--- src/rtl/phyccgen_pkg.sv ---
// Shared constants for the auxiliary CC signal generator: state codes,
// ack codes and default cycle counts for a 12MHz clk.
package phyccgen_pkg;

  typedef logic [2:0] state_t;

  localparam state_t ST_IDLE  = 3'd0;
  localparam state_t ST_WAIT  = 3'd1;
  localparam state_t ST_FRS   = 3'd2;
  localparam state_t ST_GUARD = 3'd3;
  localparam state_t ST_BIST  = 3'd4;

  localparam logic [1:0] ACK_NONE = 2'd0;
  localparam logic [1:0] ACK      = 2'd1;
  localparam logic [1:0] NAK      = 2'd2;

  localparam int DEF_FRS_CYC   = 1080;
  localparam int DEF_GUARD_CYC = 24;
  localparam int DEF_UI_CYC    = 40;
  localparam int DEF_BIST_CYC  = 540000;
  localparam int DEF_BIST_NBT  = 20;

endpackage

--- src/rtl/phycg_tmr.sv ---
// Loadable down-counter that parks at zero; zero flags the end of a period.
module phycg_tmr #(
  parameter int NBT = 20
) (
  input  logic           clk,
  input  logic           srstz,
  input  logic           load,
  input  logic [NBT-1:0] load_val,
  output logic           zero
);

  logic [NBT-1:0] cnt;

  always_ff @(posedge clk or negedge srstz) begin
    if (!srstz)
      cnt <= '0;
    else if (load)
      cnt <= load_val;
    else if (cnt != '0)
      cnt <= cnt - 1'b1;
  end

  assign zero = (cnt == '0);

endmodule

--- src/rtl/phyccgen.sv ---
// CC line signal generator for FR_Swap requests and BIST carrier mode,
// arbitrating against the BMC transmitter and reporting ACK/NAK pulses.
module phyccgen
  import phyccgen_pkg::*;
#(
  parameter int FRS_CYC   = DEF_FRS_CYC,
  parameter int GUARD_CYC = DEF_GUARD_CYC,
  parameter int UI_CYC    = DEF_UI_CYC,
  parameter int BIST_CYC  = DEF_BIST_CYC,
  parameter int BIST_NBT  = DEF_BIST_NBT
) (
  input  logic       clk,
  input  logic       srstz,
  input  logic       r_frs_req,
  input  logic       r_bist_req,
  input  logic       r_abort,
  input  logic       ptx_txact,
  input  logic       pid_ccidle,
  output logic       pcg_cc,
  output logic       pcg_oe,
  output logic       pcg_busy,
  output logic [1:0] pcg_ack,
  output logic [2:0] pcg_fsm
);

  localparam logic [BIST_NBT-1:0] FRS_LD   = BIST_NBT'(FRS_CYC - 1);
  localparam logic [BIST_NBT-1:0] GUARD_LD = BIST_NBT'(GUARD_CYC - 1);
  localparam logic [BIST_NBT-1:0] UI_LD    = BIST_NBT'(UI_CYC - 1);
  localparam logic [BIST_NBT-1:0] BIST_LD  = BIST_NBT'(BIST_CYC - 1);

  state_t               state, nxt_state;
  logic                 pend_frs, nxt_pend, pend_now;
  logic [1:0]           exit_code, nxt_code, nxt_ack;
  logic                 nxt_cc, nxt_oe;
  logic                 go_frs, go_bist, go_guard;
  logic                 tmr_load, ui_load, tmr_zero, ui_zero;
  logic [BIST_NBT-1:0]  tmr_val;

  // Main timer covers FRS, GUARD and BIST total; the UI timer runs alongside BIST.
  phycg_tmr #(.NBT(BIST_NBT)) u_tmr (
    .clk      (clk),
    .srstz    (srstz),
    .load     (tmr_load),
    .load_val (tmr_val),
    .zero     (tmr_zero)
  );

  phycg_tmr #(.NBT(BIST_NBT)) u_ui (
    .clk      (clk),
    .srstz    (srstz),
    .load     (ui_load),
    .load_val (UI_LD),
    .zero     (ui_zero)
  );

  always_comb begin
    nxt_state = state;
    nxt_pend  = pend_frs;
    nxt_code  = exit_code;
    nxt_ack   = ACK_NONE;
    nxt_cc    = pcg_cc;
    nxt_oe    = pcg_oe;
    pend_now  = pend_frs;
    go_frs    = 1'b0;
    go_bist   = 1'b0;
    go_guard  = 1'b0;
    tmr_load  = 1'b0;
    tmr_val   = '0;
    ui_load   = 1'b0;

    case (state)
      ST_IDLE: begin
        nxt_cc = 1'b0;
        nxt_oe = 1'b0;
        if (r_frs_req) begin
          if (r_bist_req) nxt_ack = NAK;
          if (ptx_txact) begin
            nxt_state = ST_WAIT;
            nxt_pend  = 1'b1;
          end else begin
            go_frs = 1'b1;
          end
        end else if (r_bist_req) begin
          if (ptx_txact) begin
            nxt_state = ST_WAIT;
            nxt_pend  = 1'b0;
          end else if (pid_ccidle) begin
            go_bist = 1'b1;
          end else begin
            nxt_ack = NAK;
          end
        end
      end

      ST_WAIT: begin
        nxt_cc = 1'b0;
        nxt_oe = 1'b0;
        if (r_abort) begin
          nxt_state = ST_IDLE;
          nxt_ack   = NAK;
        end else begin
          // An FRS request while BIST is pending silently upgrades the pending type.
          pend_now = pend_frs | r_frs_req;
          nxt_pend = pend_now;
          if ((r_frs_req && pend_frs) || r_bist_req) nxt_ack = NAK;
          if (!ptx_txact) begin
            if (pend_now) begin
              go_frs = 1'b1;
            end else if (pid_ccidle) begin
              go_bist = 1'b1;
            end else begin
              nxt_state = ST_IDLE;
              nxt_ack   = NAK;
            end
          end
        end
      end

      ST_FRS: begin
        if (r_frs_req || r_bist_req) nxt_ack = NAK;
        if (tmr_zero) go_guard = 1'b1;
      end

      ST_BIST: begin
        if (r_frs_req) begin
          go_frs = 1'b1;
        end else begin
          if (r_bist_req) nxt_ack = NAK;
          if (r_abort) begin
            go_guard = 1'b1;
            nxt_code = NAK;
          end else if (tmr_zero) begin
            go_guard = 1'b1;
          end else if (ui_zero) begin
            nxt_cc  = ~pcg_cc;
            ui_load = 1'b1;
          end
        end
      end

      ST_GUARD: begin
        if (r_frs_req || r_bist_req || r_abort) nxt_ack = NAK;
        if (tmr_zero) begin
          nxt_state = ST_IDLE;
          nxt_ack   = exit_code;
        end
      end

      default: begin
        nxt_state = ST_IDLE;
        nxt_cc    = 1'b0;
        nxt_oe    = 1'b0;
      end
    endcase

    if (go_frs) begin
      nxt_state = ST_FRS;
      nxt_oe    = 1'b1;
      nxt_cc    = 1'b0;
      nxt_code  = ACK;
      tmr_load  = 1'b1;
      tmr_val   = FRS_LD;
    end
    if (go_bist) begin
      nxt_state = ST_BIST;
      nxt_oe    = 1'b1;
      nxt_cc    = 1'b1;
      nxt_code  = ACK;
      tmr_load  = 1'b1;
      tmr_val   = BIST_LD;
      ui_load   = 1'b1;
    end
    if (go_guard) begin
      nxt_state = ST_GUARD;
      nxt_oe    = 1'b0;
      nxt_cc    = 1'b0;
      tmr_load  = 1'b1;
      tmr_val   = GUARD_LD;
    end
  end

  always_ff @(posedge clk or negedge srstz) begin
    if (!srstz) begin
      state     <= ST_IDLE;
      pend_frs  <= 1'b0;
      exit_code <= ACK_NONE;
      pcg_cc    <= 1'b0;
      pcg_oe    <= 1'b0;
      pcg_busy  <= 1'b0;
      pcg_ack   <= ACK_NONE;
    end else begin
      state     <= nxt_state;
      pend_frs  <= nxt_pend;
      exit_code <= nxt_code;
      pcg_cc    <= nxt_cc;
      pcg_oe    <= nxt_oe;
      pcg_busy  <= (nxt_state != ST_IDLE);
      pcg_ack   <= nxt_ack;
    end
  end

  assign pcg_fsm = state;

endmodule

--- config.mk ---
export PLATFORM = sky130hd
export DESIGN_NAME = phyccgen
export DESIGN_NICKNAME = d
export VERILOG_FILES = /design/src/rtl/phyccgen_pkg.sv /design/src/rtl/phycg_tmr.sv /design/src/rtl/phyccgen.sv
export SDC_FILE = /design/constraint.sdc
export NUM_CORES = 1
export LEC_CHECK = 0
export CELL_PAD_IN_SITES_DETAIL_PLACEMENT = 1
export CELL_PAD_IN_SITES_GLOBAL_PLACEMENT = 2
export CORE_MARGIN = 1
export CORE_UTILIZATION = 38
export DETAILED_ROUTE_END_ITERATION = 10
export GPL_TIMING_DRIVEN = 0
export PLACE_DENSITY_LB_ADDON = 0.1
export SLEW_MARGIN = 20
export SYNTH_ARGS = -nofsm -noshare
export SYNTH_HDL_FRONTEND = slang
export SYNTH_HIERARCHICAL = 1
export SYNTH_SLANG_ARGS = --single-unit
--- constraint.sdc ---
create_clock -name clk -period 3.7 [get_ports clk]
set_input_delay 0.74 -clock clk [delete_from_list [all_inputs] [get_ports clk]]
set_output_delay 0.74 -clock clk [all_outputs]
set_load 0.05 [all_outputs]
==> flow_metrics.env, run 1 <==
export IMPL_path_clk_slew_ps=100
export IMPL_insertedDiodeCount=0
export IMPL_clock_sink_count=51
export IMPL_seq_area_sq_um=1280
export IMPL_finalCritPeriodShare_pct=90.5
export IMPL_numPortBuffers=13
export IMPL_max_vdd_ir_drop_v=0.000216
export IMPL_master_cell_of_the_clock_root_buffer="sky130_fd_sc_hd__clkbuf_8"
export IMPL_swShare_pct=30.1
export IMPL_max_cap_violations=0
export IMPL_tritoncts_num_buffers=5
export IMPL_via_count_of_the_first_global_routing_pass=2897
export IMPL_postSynthRegisterBits=51
export IMPL_first_pass_grt_wire_length_mm=14.7
export IMPL_synthFlopType="sky130_fd_sc_hd__dfrtp_1"
export IMPL_initial_util_pct=39.7
export IMPL_synthesis_area_per_instance_sq_um=9.37
export IMPL_cts_repair_resize_count=0
export IMPL_power_clock_fraction_pct=26.6
export IMPL_worst_r2r_startpoint="u_tmr/cnt[17]$_DFFE_PN0P_"
export IMPL_final_common_cell="sky130_fd_sc_hd__dfrtp_1"
export IMPL_slowest_stage="sky130_fd_sc_hd__or4_4"
export IMPL_crit_path_cell_chain="or3_1 -> or4_4 -> nor2_8 -> and2b_1 -> o21ai_0 -> and2_4 -> nand3_1 -> clkbuf_1 -> mux2_2"
export IMPL_cts_setup_buffers=0
export IMPL_crit_required_ps=3890
export IMPL_critical_path_reg2reg_endpoint="u_tmr/cnt[3]$_DFFE_PN0P_"
export IMPL_asyncSetResetFlopFracSynth_pct=100
export IMPL_detailedRoute_firstPassIterationCount=4
export IMPL_multi_input_area_sq_um=2000
export IMPL_worst_setup_path_type="flop to flop"
export IMPL_nets_final=409
export IMPL_drt_initial_drc_count=101
export IMPL_rsz0062_at_grt="false"
export IMPL_final_cell_mix="51 x sky130_fd_sc_hd__dfrtp_1, 42 x sky130_fd_sc_hd__nand2_1, 27 x sky130_fd_sc_hd__conb_1"
export IMPL_worst_slew_pin_slew_ps=779
export IMPL_global_routing_usage_summed_across_all_routing_layers_pct=20.8
export IMPL_fin_crit_ps=3350
export IMPL_worst_hold_slack_ps=481
export IMPL_worst_skew_pair_late_latency_ps=300
export IMPL_timing_final_max_slew_violations=0
export IMPL_drc_errors=0
export IMPL_post_route_cells_drive_above_1_share_pct=15.1
export IMPL_holdBufCountCts=0
export IMPL_gp_routability_congestion=0.768
export IMPL_placementRows=33
export IMPL_die_area_sq_um=9080
export IMPL_dp_hpwl_mm=6.00
export IMPL_achievable_frequency_ghz=0.299
export IMPL_tritoncts="built"
export IMPL_synth_warnings=6
export IMPL_crit_path_max_fanout=16
export IMPL_totalNegativeSetupSlack_ps=0
export IMPL_final_hold_viol_count=0
export IMPL_syn2layout_area_growth_pct=13.2
export IMPL_overflow=0
export IMPL_number_of_antenna_violations_at_the_first_check_in_global_routing=0
export IMPL_synthesis_instances=353
export IMPL_synthDominantCellAreaShare_pct=38.6
export IMPL_final_setup_skew_ps=7.73
export IMPL_cts_max_level=2
export IMPL_setup_ws_ps=351
export IMPL_finalInstanceArea_sq_um=3740
export IMPL_clockBufferDepth=2
export IMPL_routed_wire_length_per_instance_microns=16.9
export IMPL_setup_violations=0
export IMPL_power_net_switching_uw=361
export IMPL_grt_start_max_net_pins=52
export IMPL_syn_area_sq_um=3310
export IMPL_synth_edf_count=0
export IMPL_vias_per_cell=5.53
export IMPL_placement_cell_area_sq_um=3660
export IMPL_power_leakage_nw=1.38
export IMPL_crit_arrival_ps=3540
export IMPL_worst_r2r_cell_count=9
export IMPL_reg2reg_slack_ps=350
export IMPL_outcome="finished, final reports clean"
export IMPL_total_power_mw=1.20
export IMPL_min_delay_path_class="input port to async pin"
export IMPL_number_of_vias_in_the_routed_layout=2781
export IMPL_coreArea_sq_um=8340
export IMPL_i_o_pin_cnt=15
export IMPL_number_of_library_cell_types_mapped_by_synthesis=74
export IMPL_postRouteWirelength_mm=8.50
export IMPL_ys_seq_area_share_pct=38.6
export IMPL_netlist_top_cell_by_area="sky130_fd_sc_hd__dfrtp_1"
export IMPL_power_sequential_fraction_pct=56.6
export IMPL_fill_cell_count=976
export IMPL_critPathLaunchType="flop"
export IMPL_dieWidth_microns=95.3
export IMPL_cellPowerDensity_nw_per_um2=321
export IMPL_die_h_microns=95.3
export IMPL_post_synth_main_area_contributors="sky130_fd_sc_hd__dfrtp_1 39%, sky130_fd_sc_hd__nand2_1 4.8%, sky130_fd_sc_hd__o31ai_1 3.2%, sky130_fd_sc_hd__xnor2_1 2.9%, sky130_fd_sc_hd__xor2_1 2.9%"
export IMPL_crit_path_max_incr_delay_ps=550
export IMPL_pwr_share_comb_pct=16.8
export IMPL_post_place_ws_ps=349
export IMPL_cellInternalPower_uw=840
export IMPL_slew_headroom_pct=47.6
export IMPL_nature_of_the_critical_path_endpoint="flop"
export IMPL_drtAntennaViolNets=0
==> power by group through the flow <==
stage / clock network, mW / logic (mW) / registers [mW]
floorplan: 0 / 0.148 / 0.676
global placement: 0 / 0.196 / 0.686
detailed placement: 0 / 0.204 / 0.689
CTS: 0.338 / 0.205 / 0.679
global route: 0.360 / 0.228 / 0.687
finish: 0.320 / 0.202 / 0.680
==> critical path: cells and delay by family, from the launching register on <==
family | cells | cell delay (ps)
muxes | 1 | 390
DFF | 1 | 420
and+or+nand+nor | 6 | 1850
buffers and inverters | 1 | 460
AOI/OAI and AO/OA | 1 | 100
==> kinds of logic (layout without fill, tap and decap cells) <==
family | count (synthesis) | count (layout) | share of synthesized area [%]
compound gates | 95 | 95 | 21.1
xor+xnor | 22 | 22 | 5.82
fa+ha+maj | 4 | 4 | 1.51
buf+inv | 26 | 46 | 3.93
flops | 51 | 51 | 38.6
mux | 3 | 3 | 1.02
other cells | 2 | 27 | 0.227
simple gates | 150 | 150 | 27.8
==> through the flow <==
step / instances / utilization (%)
final: 503 / 44.9
after global routing: 503 / 44.9
after CTS: 503 / 44.9
after detailed placement: 496 / 43.9
after global placement: 496 / 43.9
after floorplan: 378 / -
==> worst max path at each step <==
stage / start / to / slack (ps) / cells past startpoint
3_3_place_gp: srstz / pend_frs$_DFFE_PN0P_ / 140 / 1
2_1_floorplan: u_tmr/cnt[17]$_DFFE_PN0P_ / u_tmr/cnt[3]$_DFFE_PN0P_ / 870 / 9
3_5_place_dp: u_tmr/cnt[17]$_DFFE_PN0P_ / u_tmr/cnt[3]$_DFFE_PN0P_ / 350 / 9
4_1_cts: u_tmr/cnt[17]$_DFFE_PN0P_ / u_tmr/cnt[3]$_DFFE_PN0P_ / 330 / 9
6_report: u_tmr/cnt[17]$_DFFE_PN0P_ / u_tmr/cnt[3]$_DFFE_PN0P_ / 350 / 9
5_1_grt: u_ui/cnt[0]$_DFFE_PN0P_ / u_ui/cnt[17]$_DFFE_PN0P_ / 100 / 12
==> metal layers <==
layer / global-route usage, % / share of wire (%)
met5: 0 / 0
met4: 3.28 / 0.47
met3: 2.63 / 2.1
met2: 32.8 / 45
met1: 30.8 / 52
==> layout make-up <==
| type | instances | area share, % |
|---|---|---|
| multi-input combinational | 301 | 53.3 |
| sequential | 51 | 34.1 |
| tap | 105 | 3.51 |
| timing repair buffer | 13 | 3.41 |
| buffer | 16 | 2.47 |
| clock buffer | 5 | 1.84 |
| inverter | 10 | 1.00 |
| clock inverter | 2 | 0.368 |
==> synthesized netlist by cell type (3+ instances only) <==
master,n
sky130_fd_sc_hd__inv_1,9
sky130_fd_sc_hd__nor2_1,18
sky130_fd_sc_hd__o21ai_1,3
sky130_fd_sc_hd__o31ai_1,14
sky130_fd_sc_hd__a2bb2oi_1,3
sky130_fd_sc_hd__o21ai_0,16
sky130_fd_sc_hd__a21oi_1,13
sky130_fd_sc_hd__buf_2,5
sky130_fd_sc_hd__nor3_1,14
sky130_fd_sc_hd__nor4_1,6
sky130_fd_sc_hd__mux2_2,3
sky130_fd_sc_hd__ha_1,4
sky130_fd_sc_hd__nand2_1,42
sky130_fd_sc_hd__nand4_1,3
sky130_fd_sc_hd__or4_1,9
sky130_fd_sc_hd__or4_4,3
sky130_fd_sc_hd__nand3_1,9
sky130_fd_sc_hd__nor3b_1,3
sky130_fd_sc_hd__xor2_1,11
sky130_fd_sc_hd__or3_1,5
sky130_fd_sc_hd__nand2b_1,5
sky130_fd_sc_hd__xnor2_1,11
sky130_fd_sc_hd__dfrtp_1,51
sky130_fd_sc_hd__o21ai_2,9
sky130_fd_sc_hd__clkbuf_1,7
sky130_fd_sc_hd__nor2b_1,4
sky130_fd_sc_hd__o211ai_1,3
sky130_fd_sc_hd__a31oi_1,4
sky130_fd_sc_hd__a21o_1,3
sky130_fd_sc_hd__buf_6,3
==> registers in the layout, indices dropped and copies added (netlist names) <==
name / cells
u_tmr/cnt: 20
pcg_busy: 1
pcg_fsm: 3
pcg_cc: 1
pcg_ack: 2
u_ui/cnt: 20
pend_frs: 1
pcg_oe: 1
exit_code: 2
Note: power is estimated with default switching activity, not from simulation.
==> run 2, diff against run 1 <==
PLACE_DENSITY = 0.86   (was unset)
PLACE_DENSITY_LB_ADDON = unset   (was 0.1)
SETUP_SLACK_MARGIN = 0.3   (was unset)
SYNTH_HIERARCHICAL = unset   (was 1)
==> run 2 against run 1 <==
  * Clock power is essentially flat
  * Non-clock buffer count shrank 1
  * Sequential power up 41%
==> flow_metrics.env, run 2 <==
export IMPL_timing_final_max_slew_violations=0
export IMPL_insertedDiodeCount=0
export IMPL_nature_of_the_critical_path_endpoint="flop"
export IMPL_synthesis_area_per_instance_sq_um=9.35
export IMPL_power_sequential_fraction_pct=40.8
export IMPL_global_routing_usage_summed_across_all_routing_layers_pct=20.5
export IMPL_gp_routability_congestion=0.775
export IMPL_drtAntennaViolNets=0
export IMPL_yosys_mux_area_fraction_pct=0.695
export IMPL_synth_xor_area_share_pct=8.21
export IMPL_overflow=0
export IMPL_fin_crit_ps=3160
export IMPL_tritoncts="built"
export IMPL_timing_critical_path_buf_inv=2
export IMPL_synth_fa_ha_area_share_pct=1.30
export IMPL_vias_per_cell=5.66
export IMPL_number_of_library_cell_types_mapped_by_synthesis=55
export IMPL_power_net_switching_mw=1.06
export IMPL_final_setup_skew_ps=10.9
export IMPL_synthDominantCellAreaShare_pct=44.3
export IMPL_cts_setup_buffers=0
export IMPL_power_leakage_nw=1.34
export IMPL_die_area_sq_um=7930
export IMPL_worst_skew_pair_late_latency_ps=310
export IMPL_slew_headroom_pct=29.9
export IMPL_routed_wire_length_per_instance_microns=16.8
export IMPL_synth_fp_nets=318
export IMPL_cellInternalPower_mw=1.30
export IMPL_post_synth_main_area_contributors="sky130_fd_sc_hd__dfrtp_1 44%, sky130_fd_sc_hd__xor2_1 5.5%, sky130_fd_sc_hd__nor2_1 5.2%, sky130_fd_sc_hd__o21ai_0 3.5%, sky130_fd_sc_hd__xnor2_1 2.7%"
export IMPL_critical_path_top_delay_family="simple AND/OR/NAND/NOR gates"
export IMPL_slowest_stage="sky130_fd_sc_hd__nor4b_1"
export IMPL_grt_use_met2_pct=31.4
export IMPL_crit_arrival_ps=3340
export IMPL_detailedRoute_firstPassIterationCount=6
export IMPL_setup_violations=0
export IMPL_postRouteWirelength_mm=7.20
export IMPL_crit_path_max_fanout=10
export IMPL_netlist_top_cell_by_area="sky130_fd_sc_hd__dfrtp_1"
export IMPL_final_common_cell="sky130_fd_sc_hd__dfrtp_1"
export IMPL_rsz0062_at_grt="false"
export IMPL_max_vdd_ir_drop_v=0.000217
export IMPL_cts_repair_resize_count=0
export IMPL_total_power_mw=2.36
export IMPL_finalCritPeriodShare_pct=85.4
export IMPL_achievable_frequency_ghz=0.317
export IMPL_number_of_vias_in_the_routed_layout=2422
export IMPL_groute_layer_met1_usage_pct=30.5
export IMPL_outcome="finished, final reports clean"
export IMPL_synth_warnings=0
export IMPL_clockBufferDepth=2
export IMPL_final_cell_mix="51 x sky130_fd_sc_hd__dfrtp_1, 40 x sky130_fd_sc_hd__nor2_1, 20 x sky130_fd_sc_hd__o21ai_0"
export IMPL_ys_seq_area_share_pct=44.3
export IMPL_synth_edf_count=0
export IMPL_synth_top_family_by_area="simple AND/OR/NAND/NOR gates"
export IMPL_synth_compound_area_share_pct=16.8
export IMPL_pwr_share_comb_pct=45.6
export IMPL_initial_util_pct=39.5
export IMPL_path_clk_slew_ps=90
export IMPL_crit_required_ps=3880
export IMPL_post_route_cells_drive_above_1_share_pct=6.38
export IMPL_via_count_of_the_first_global_routing_pass=2411
export IMPL_master_cell_of_the_clock_root_buffer="sky130_fd_sc_hd__clkbuf_8"
export IMPL_synthesis_instances=308
export IMPL_crit_path_cell_chain="clkdlybuf4s50_1 -> nor4b_1 -> nand2_1 -> o31a_1 -> buf_2 -> a31o_2 -> or3b_2"
export IMPL_max_cap_violations=0
export IMPL_holdBufCountCts=0
export IMPL_drt_initial_drc_count=126
export IMPL_asyncSetResetFlopFracSynth_pct=100
export IMPL_dp_hpwl_mm=4.92
export IMPL_syn2layout_area_growth_pct=11.7
export IMPL_tritoncts_num_buffers=5
export IMPL_first_pass_grt_wire_length_mm=12.4
export IMPL_min_delay_path_class="input port to async pin"
export IMPL_die_h_microns=89.1
export IMPL_multi_input_area_sq_um=1480
export IMPL_swShare_pct=44.8
export IMPL_seq_area_sq_um=1280
export IMPL_power_clock_fraction_pct=13.7
export IMPL_postSynthRegisterBits=51
export IMPL_reg2reg_slack_ps=600
export IMPL_dieWidth_microns=89.1
export IMPL_number_of_antenna_violations_at_the_first_check_in_global_routing=0
export IMPL_globalRoute_busiestLayer="met2"
export IMPL_syn_area_sq_um=2880
export IMPL_placementRows=31
export IMPL_gr_usage_met3_pct=3.32
export IMPL_cellPowerDensity_nw_per_um2=734
export IMPL_final_hold_viol_count=0
export IMPL_nets_final=338
export IMPL_critPathLaunchType="input port"
export IMPL_synthFlopType="sky130_fd_sc_hd__dfrtp_1"
export IMPL_worst_setup_path_type="input port to flop"
export IMPL_worst_slew_pin_slew_ps=1050
export IMPL_post_synth_top_count_cell="sky130_fd_sc_hd__dfrtp_1"
export IMPL_coreArea_sq_um=7290
export IMPL_numPortBuffers=13
export IMPL_synth_simple_area_share_pct=24.4
export IMPL_cts_max_level=2
export IMPL_post_synth_most_frequent_cells="51 x sky130_fd_sc_hd__dfrtp_1, 40 x sky130_fd_sc_hd__nor2_1, 20 x sky130_fd_sc_hd__o21ai_0"
export IMPL_grt_start_max_net_pins=52
export IMPL_fill_cell_count=912
export IMPL_totalNegativeSetupSlack_ps=0
export IMPL_clock_sink_count=51
export IMPL_crit_path_max_incr_delay_ps=880
export IMPL_i_o_pin_cnt=15
export IMPL_drc_errors=0
-- run 2: cell count changes in the layout (fill, tap and decap cells not counted), moves of 7 or more --
cell                      change
sky130_fd_sc_hd__xor2_1       +7
sky130_fd_sc_hd__o21ai_2      -8
sky130_fd_sc_hd__nand2_1     -26
sky130_fd_sc_hd__o31ai_1     -12
sky130_fd_sc_hd__conb_1      -27
sky130_fd_sc_hd__nor2_1      +22
-- run 2: final cells by class --
cell class	count	area share [%]
multi-input combinational	233	46.1
sequential	51	39.7
timing repair buffer	13	3.97
tap	99	3.85
buffer	15	2.76
clock buffer	6	2.26
inverter	9	1.05
clock inverter	2	0.389
-- run 2: final timing paths --
path | startpoint | to | cells after the start
setup / recovery | r_frs_req | u_ui.cnt[5]$_DFFE_PN0P_ | 7
hold / removal | srstz | pcg_ack[1]$_DFF_PN0_ | 1
setup reg to reg | u_tmr.cnt[0]$_DFFE_PN0P_ | u_ui.cnt[5]$_DFFE_PN0P_ | 8
hold reg to reg | exit_code[0]$_DFFE_PN0P_ | exit_code[0]$_DFFE_PN0P_ | 2
max in group asynchronous | srstz | u_tmr.cnt[8]$_DFFE_PN0P_ | 1
min in group clk | exit_code[0]$_DFFE_PN0P_ | exit_code[0]$_DFFE_PN0P_ | 2
-- run 2: kinds of logic (layout without fill, tap and decap cells) --
family | after synthesis | in the layout
simple gates | 130 | 130
compound gates | 71 | 71
flops | 51 | 51
xor+xnor | 27 | 27
buf+inv | 24 | 45
fa+ha+maj | 3 | 3
mux | 2 | 2
-- run 2: power groups by stage --
stage | combinational, mW | clock, mW | sequential (mW)
2_1_floorplan | 0.680 | 0 | 1.04
3_3_place_gp | 1.05 | 0 | 0.964
3_5_place_dp | 1.08 | 0 | 0.972
4_1_cts | 1.08 | 0.335 | 0.963
5_1_grt | 1.21 | 0.358 | 0.998
6_report | 1.08 | 0.323 | 0.962
-- run 2: layer usage --
layer,share of wire (%),vias up
li1,-,1168
met1,51,1223
met2,45,25
met3,2.2,6
met4,1.0,0
met5,0,-
-- run 2: per-stage QoR --
stage / util (%) / worst slack, ps / cells / hold slack (ps) / cell area, sq um
6_report: 44.1 / 541 / 428 / 458 / 3220
5_1_grt: 44.1 / 365 / 428 / 504 / 3220
4_1_cts: 44.1 / 609 / 428 / 487 / 3220
3_5_place_dp: 42.9 / 298 / 420 / 463 / 3130
3_3_place_gp: 43.0 / 234 / 420 / 454 / 3130
2_1_floorplan: - / 1160 / 308 / 438 / 2880
==> RTL edit 1, RTL diff (flow settings as in run 2) <==
Set the package constant `DEF_BIST_NBT` to 30 (it was 20).
--- a/src/rtl/phyccgen_pkg.sv
+++ b/src/rtl/phyccgen_pkg.sv
@@ -20,3 +20,3 @@
   localparam int DEF_BIST_CYC  = 540000;
-  localparam int DEF_BIST_NBT  = 20;
+  localparam int DEF_BIST_NBT  = 30;
 
Behaviour: same outputs for any inputs over 10 cycles, from zero or initial values and one cycle with srstz low; that may be too few to reach the edited logic, so the function may still have changed.
==> RTL edit 1 against run 2 <==
Sequential cell count rose by 20; total power grew 26%; global-route usage is 0.79 points lower; clock power increased by 97%; wire length rose by 28%; synthesized area is 31% higher; worst setup slack improved by 0.21 ns; largest cell class unchanged; final area grew 33%.
==> RTL edit 1: results (changes against run 2) <==
status:
  outcome: "completed"
route:
  wl_per_cell_um: 16.20  # -3.6%
  drt_iter0_markers: 72  # -43%
  via_per_inst: 5.296  # -6.4%
place:
  port_buffers: 12  # -1
  hpwl_um: 6429  # +31%
  gp_congestion: 0.8026  # +3.5%
clock_tree:
  clock_latency_ns: 0.35  # +0.04 ns
  cts_buffers: 9  # +4
  htree_levels: 3  # +1
global_route:
  grt_max_degree: 45  # -13%
  grt_pass1_vias: 3130  # +30%
  grt_pass1_wl_um: 15590  # +26%
yosys:
  syn_nets: 419  # +32%
  ys_seq_area_share_pct: 47.14  # +2.8 points
  synth.area.top_cells: "dfrtp_1 (47%), nor2_1 (8.1%), xnor2_1 (7.0%)"
  synthTopCellsByCount: "nor2_1 (81), dfrtp_1 (71), xnor2_1 (30), nor3_1 (29), nand2_1 (23)"
worst_setup_path:
  worstPathArrival_ns: 3.12  # -0.22 ns
  slowest_delay_ns: 0.54  # -0.34 ns
  r2r_slack_ns: 0.75  # +0.15 ns
cells_and_area:
  drive_above_1_share_pct: 7.517  # +1.1 points
  fin_nets: 443  # +31%
sta:
  tightest_slew_ns: 0.9465  # -0.1027 ns
  fin_skew_ns: 0.01323  # +0.002332 ns
power:
  vdd_drop_max_v: 0.0002373  # +9.4%
  leakage_nw: 1.813  # +36%
==> RTL edit 1: cell types whose count changed after synthesis, moves of 6 or more <==
cell	run 2	this run
nor3_1	12	29
nand3_1	6	12
nor2_1	40	81
xnor2_1	9	30
a21oi_1	9	16
nor4_1	8	14
nand2_1	16	23
o211ai_1	8	2
dfrtp_1	51	71
==> RTL edit 1: logic make-up (layout without fill, tap and decap cells) <==
family / count (synthesis) / after routing / share of synthesized area, %
adder cells (fa/ha/maj): 2 / 2 / 0.6639
XOR/XNOR: 46 / 46 / 10.69
multiplexers: 3 / 3 / 0.7968
AND/OR/NAND/NOR: 215 / 215 / 29.98
flip-flops: 71 / 71 / 47.14
AO/OA/AOI/OAI: 52 / 52 / 8.499
buffers and inverters: 21 / 50 / 2.225
==> RTL edit 1: final cells by class <==
type                    count  area, um^2
repair buffers             13       145.1
clock inverters             4       45.04
inverters                   5       18.77
multi-input cells         318        1908
plain buffers              16       65.06
flip-flops and latches     71        1777
fillers                  1120        5150
clock buffers              12       145.1
well taps                 129       161.4
==> RTL edit 1: where the power goes <==
group,total (mW),switching [mW],internal [mW]
clock,0.637,0.309,0.328
combinational,1.04,0.609,0.435
sequential,1.30,0.264,1.04
total,2.98,1.18,1.80
==> RTL edit 1: per-stage QoR <==
stage                     cell area (um^2)  utilization (%)  worst slack, ns  cells
final                                 4265            45.30           0.7501    568
after detailed placement              4075            43.28           0.5075    552
after global placement                4050            43.02          -0.6759    551
after floorplan                       3769                -            1.186    410
after CTS                             4265            45.30           0.7228    568
after global routing                  4265            45.30           0.5778    568
==> RTL edit 1: worst max-delay path, delay by kind of cell, from the launching register on <==
family	cells	cell delay (ns)
buf+inv	3	0.56
compound gates	1	0.18
flops	1	0.40
fa+ha+maj	1	0.20
simple gates	4	1.42
==> RTL edit 1: final timing paths <==
path	start	end	cells after the start
worst max-delay path	u_tmr.cnt[0]	u_tmr.cnt[12]	9
worst min-delay path	srstz	pend_frs	1
worst max register to register	u_tmr.cnt[0]	u_tmr.cnt[12]	9
worst min register to register	exit_code[1]	exit_code[1]	2
max in group asynchronous	srstz	u_tmr.cnt[14]	2
min in group clk	exit_code[1]	exit_code[1]	2
==> RTL edit 1: layer usage <==
layer	routed length [um]	track usage [%]	share of wire (%)	up-vias
met5	0	0	0	-
met4	104	6.355	1.1	0
met3	136	2.692	1.5	11
met2	4351	31.60	47	19
met1	4610	27.54	50	1505
li1	-	-	-	1473
==> RTL edit 2, RTL diff (settings of run 2) <==
Made on the original files. Make the reset (`srstz`) synchronous in 2 clocked blocks.
--- a/src/rtl/phycg_tmr.sv
+++ b/src/rtl/phycg_tmr.sv
@@ -13,3 +13,3 @@
 
-  always_ff @(posedge clk or negedge srstz) begin
+  always_ff @(posedge clk) begin
     if (!srstz)
--- a/src/rtl/phyccgen.sv
+++ b/src/rtl/phyccgen.sv
@@ -181,3 +181,3 @@
 
-  always_ff @(posedge clk or negedge srstz) begin
+  always_ff @(posedge clk) begin
     if (!srstz) begin
Function: differs if srstz is asserted again (counterexample within 4 cycles, from zero or initial values and one cycle with srstz low); with srstz held inactive, the same outputs for 10 cycles.
==> RTL edit 2 against run 2 <==
Total power rose by 27%; synthesized area fell by 7.2%; sequential cell count unchanged; critical path depth is 1 higher; sequential power grew 0.4%; wire length down 8.4%; highest routed layer unchanged; largest cell class unchanged; worst setup slack gained 0.11 ns; count of clock-buffer cells in the layout did not move; final area decreased by 6.5%.
==> RTL edit 2: results (changes against run 2) <==
status:
  outcome: "completed"
cells_and_area:
  design.seq.count: 51  # unchanged
  nonClkBufAreaFrac_pct: 6.778  # +0.049 points
  num-fill-cells: 845  # -7.3%
  regArea_um2: 1021  # -20%
  fin_nets: 354  # +4.7%
  drive_above_1_share_pct: 8.116  # +1.7 points
  signal_buffers: 27  # -3.6%
  clkCellAreaFrac_pct: 2.827  # +0.18 points
route:
  vias: 2341  # -3.3%
  wl_per_cell_um: 14.95  # -11%
  drtPass1Iterations: 4  # -2
global_route:
  grt_max_degree: 16  # -69%
  grt_usage_pct: 19.75  # -0.76 points
  grt_pass1_vias: 2387  # -1.0%
place:
  hpwl_um: 4912  # -0.25%
  gp_congestion: 0.7706  # -0.62%
yosys:
  synth.area.top_cells: "dfxtp_1 (38%), xnor2_1 (7.5%), nor2_1 (6.2%)"
  synthTopCellsByCount: "dfxtp_1 (51), nor2_1 (44), nand2_1 (24), xnor2_1 (23), a21oi_1 (22)"
  syn_nets: 334  # +5.0%
  yosysUniqueCellTypes: 54  # -1.8%
die:
  die_w_um: 85.88  # -3.6%
  n_tap_cell: 96  # -3.0%
worst_setup_path:
  startpoint: "r_bist_req"
  r2r-start: "pcg_fsm[0]"
  worstPathArrival_ns: 3.28  # -0.06 ns
  slowest_delay_ns: 0.80  # -0.08 ns
  critical_path.top_delay_family: "compound AO/OA/AOI/OAI gates"
sta:
  fin_skew_ns: 0.007597  # -0.003299 ns
  tightest_slew_ns: 0.9809  # -0.06830 ns
power:
  leakage_nw: 1.140  # -15%
[RTL edit 2: how the worst max path moves through the flow]
| stage | end | slack, ns |
|---|---|---|
| 6_report | u_tmr.cnt[13] | 0.65 |
| 5_1_grt | u_tmr.cnt[13] | 0.44 |
| 4_1_cts | u_tmr.cnt[13] | 0.62 |
| 3_5_place_dp | u_tmr.cnt[13] | 0.28 |
| 3_3_place_gp | u_tmr.cnt[3] | 0.37 |
| 2_1_floorplan | u_tmr.cnt[3] | 1.42 |
[RTL edit 2: logic make-up (layout without fill, tap and decap cells)]
group	after synthesis	count (layout)	share of synthesized area, %
AND/OR/NAND/NOR	152	152	30.56
flip-flops	51	51	38.18
XOR/XNOR	32	32	10.48
AO/OA/AOI/OAI	61	61	14.55
adder cells (fa/ha/maj)	3	3	1.404
buffers and inverters	23	44	4.024
multiplexers	2	2	0.7955
[RTL edit 2: metrics by stage]
stage               util, %  cells  setup slack [ns]  area, um^2
CTS                   44.29    441            0.6153        3009
global placement      43.04    433            0.3711        2924
finish                44.29    441            0.6512        3009
detailed placement    43.04    433            0.2802        2924
floorplan                 -    324             1.424        2674
global route          44.29    441            0.4430        3009
[RTL edit 2: tightest hold or removal path: cells and delay by family (launching register included)]
family	cells	cell delay (ns)
and+or+nand+nor	1	0.04
buffers and inverters	1	0.05
DFF	1	0.32
[RTL edit 2: where the power goes]
part	internal (mW)	switching (mW)
sequential	0.766	0.200
combinational	0.751	0.959
clock	0.133	0.193
total	1.65	1.35
[RTL edit 2: routing by layer]
metal / routed length [um] / track usage [%] / part of all wire (%)
met3: 138 / 3.657 / 2.1
met2: 3067 / 32.68 / 47
met4: 81 / 5.909 / 1.2
met1: 3307 / 26.13 / 50
met5: 0 / 0 / 0
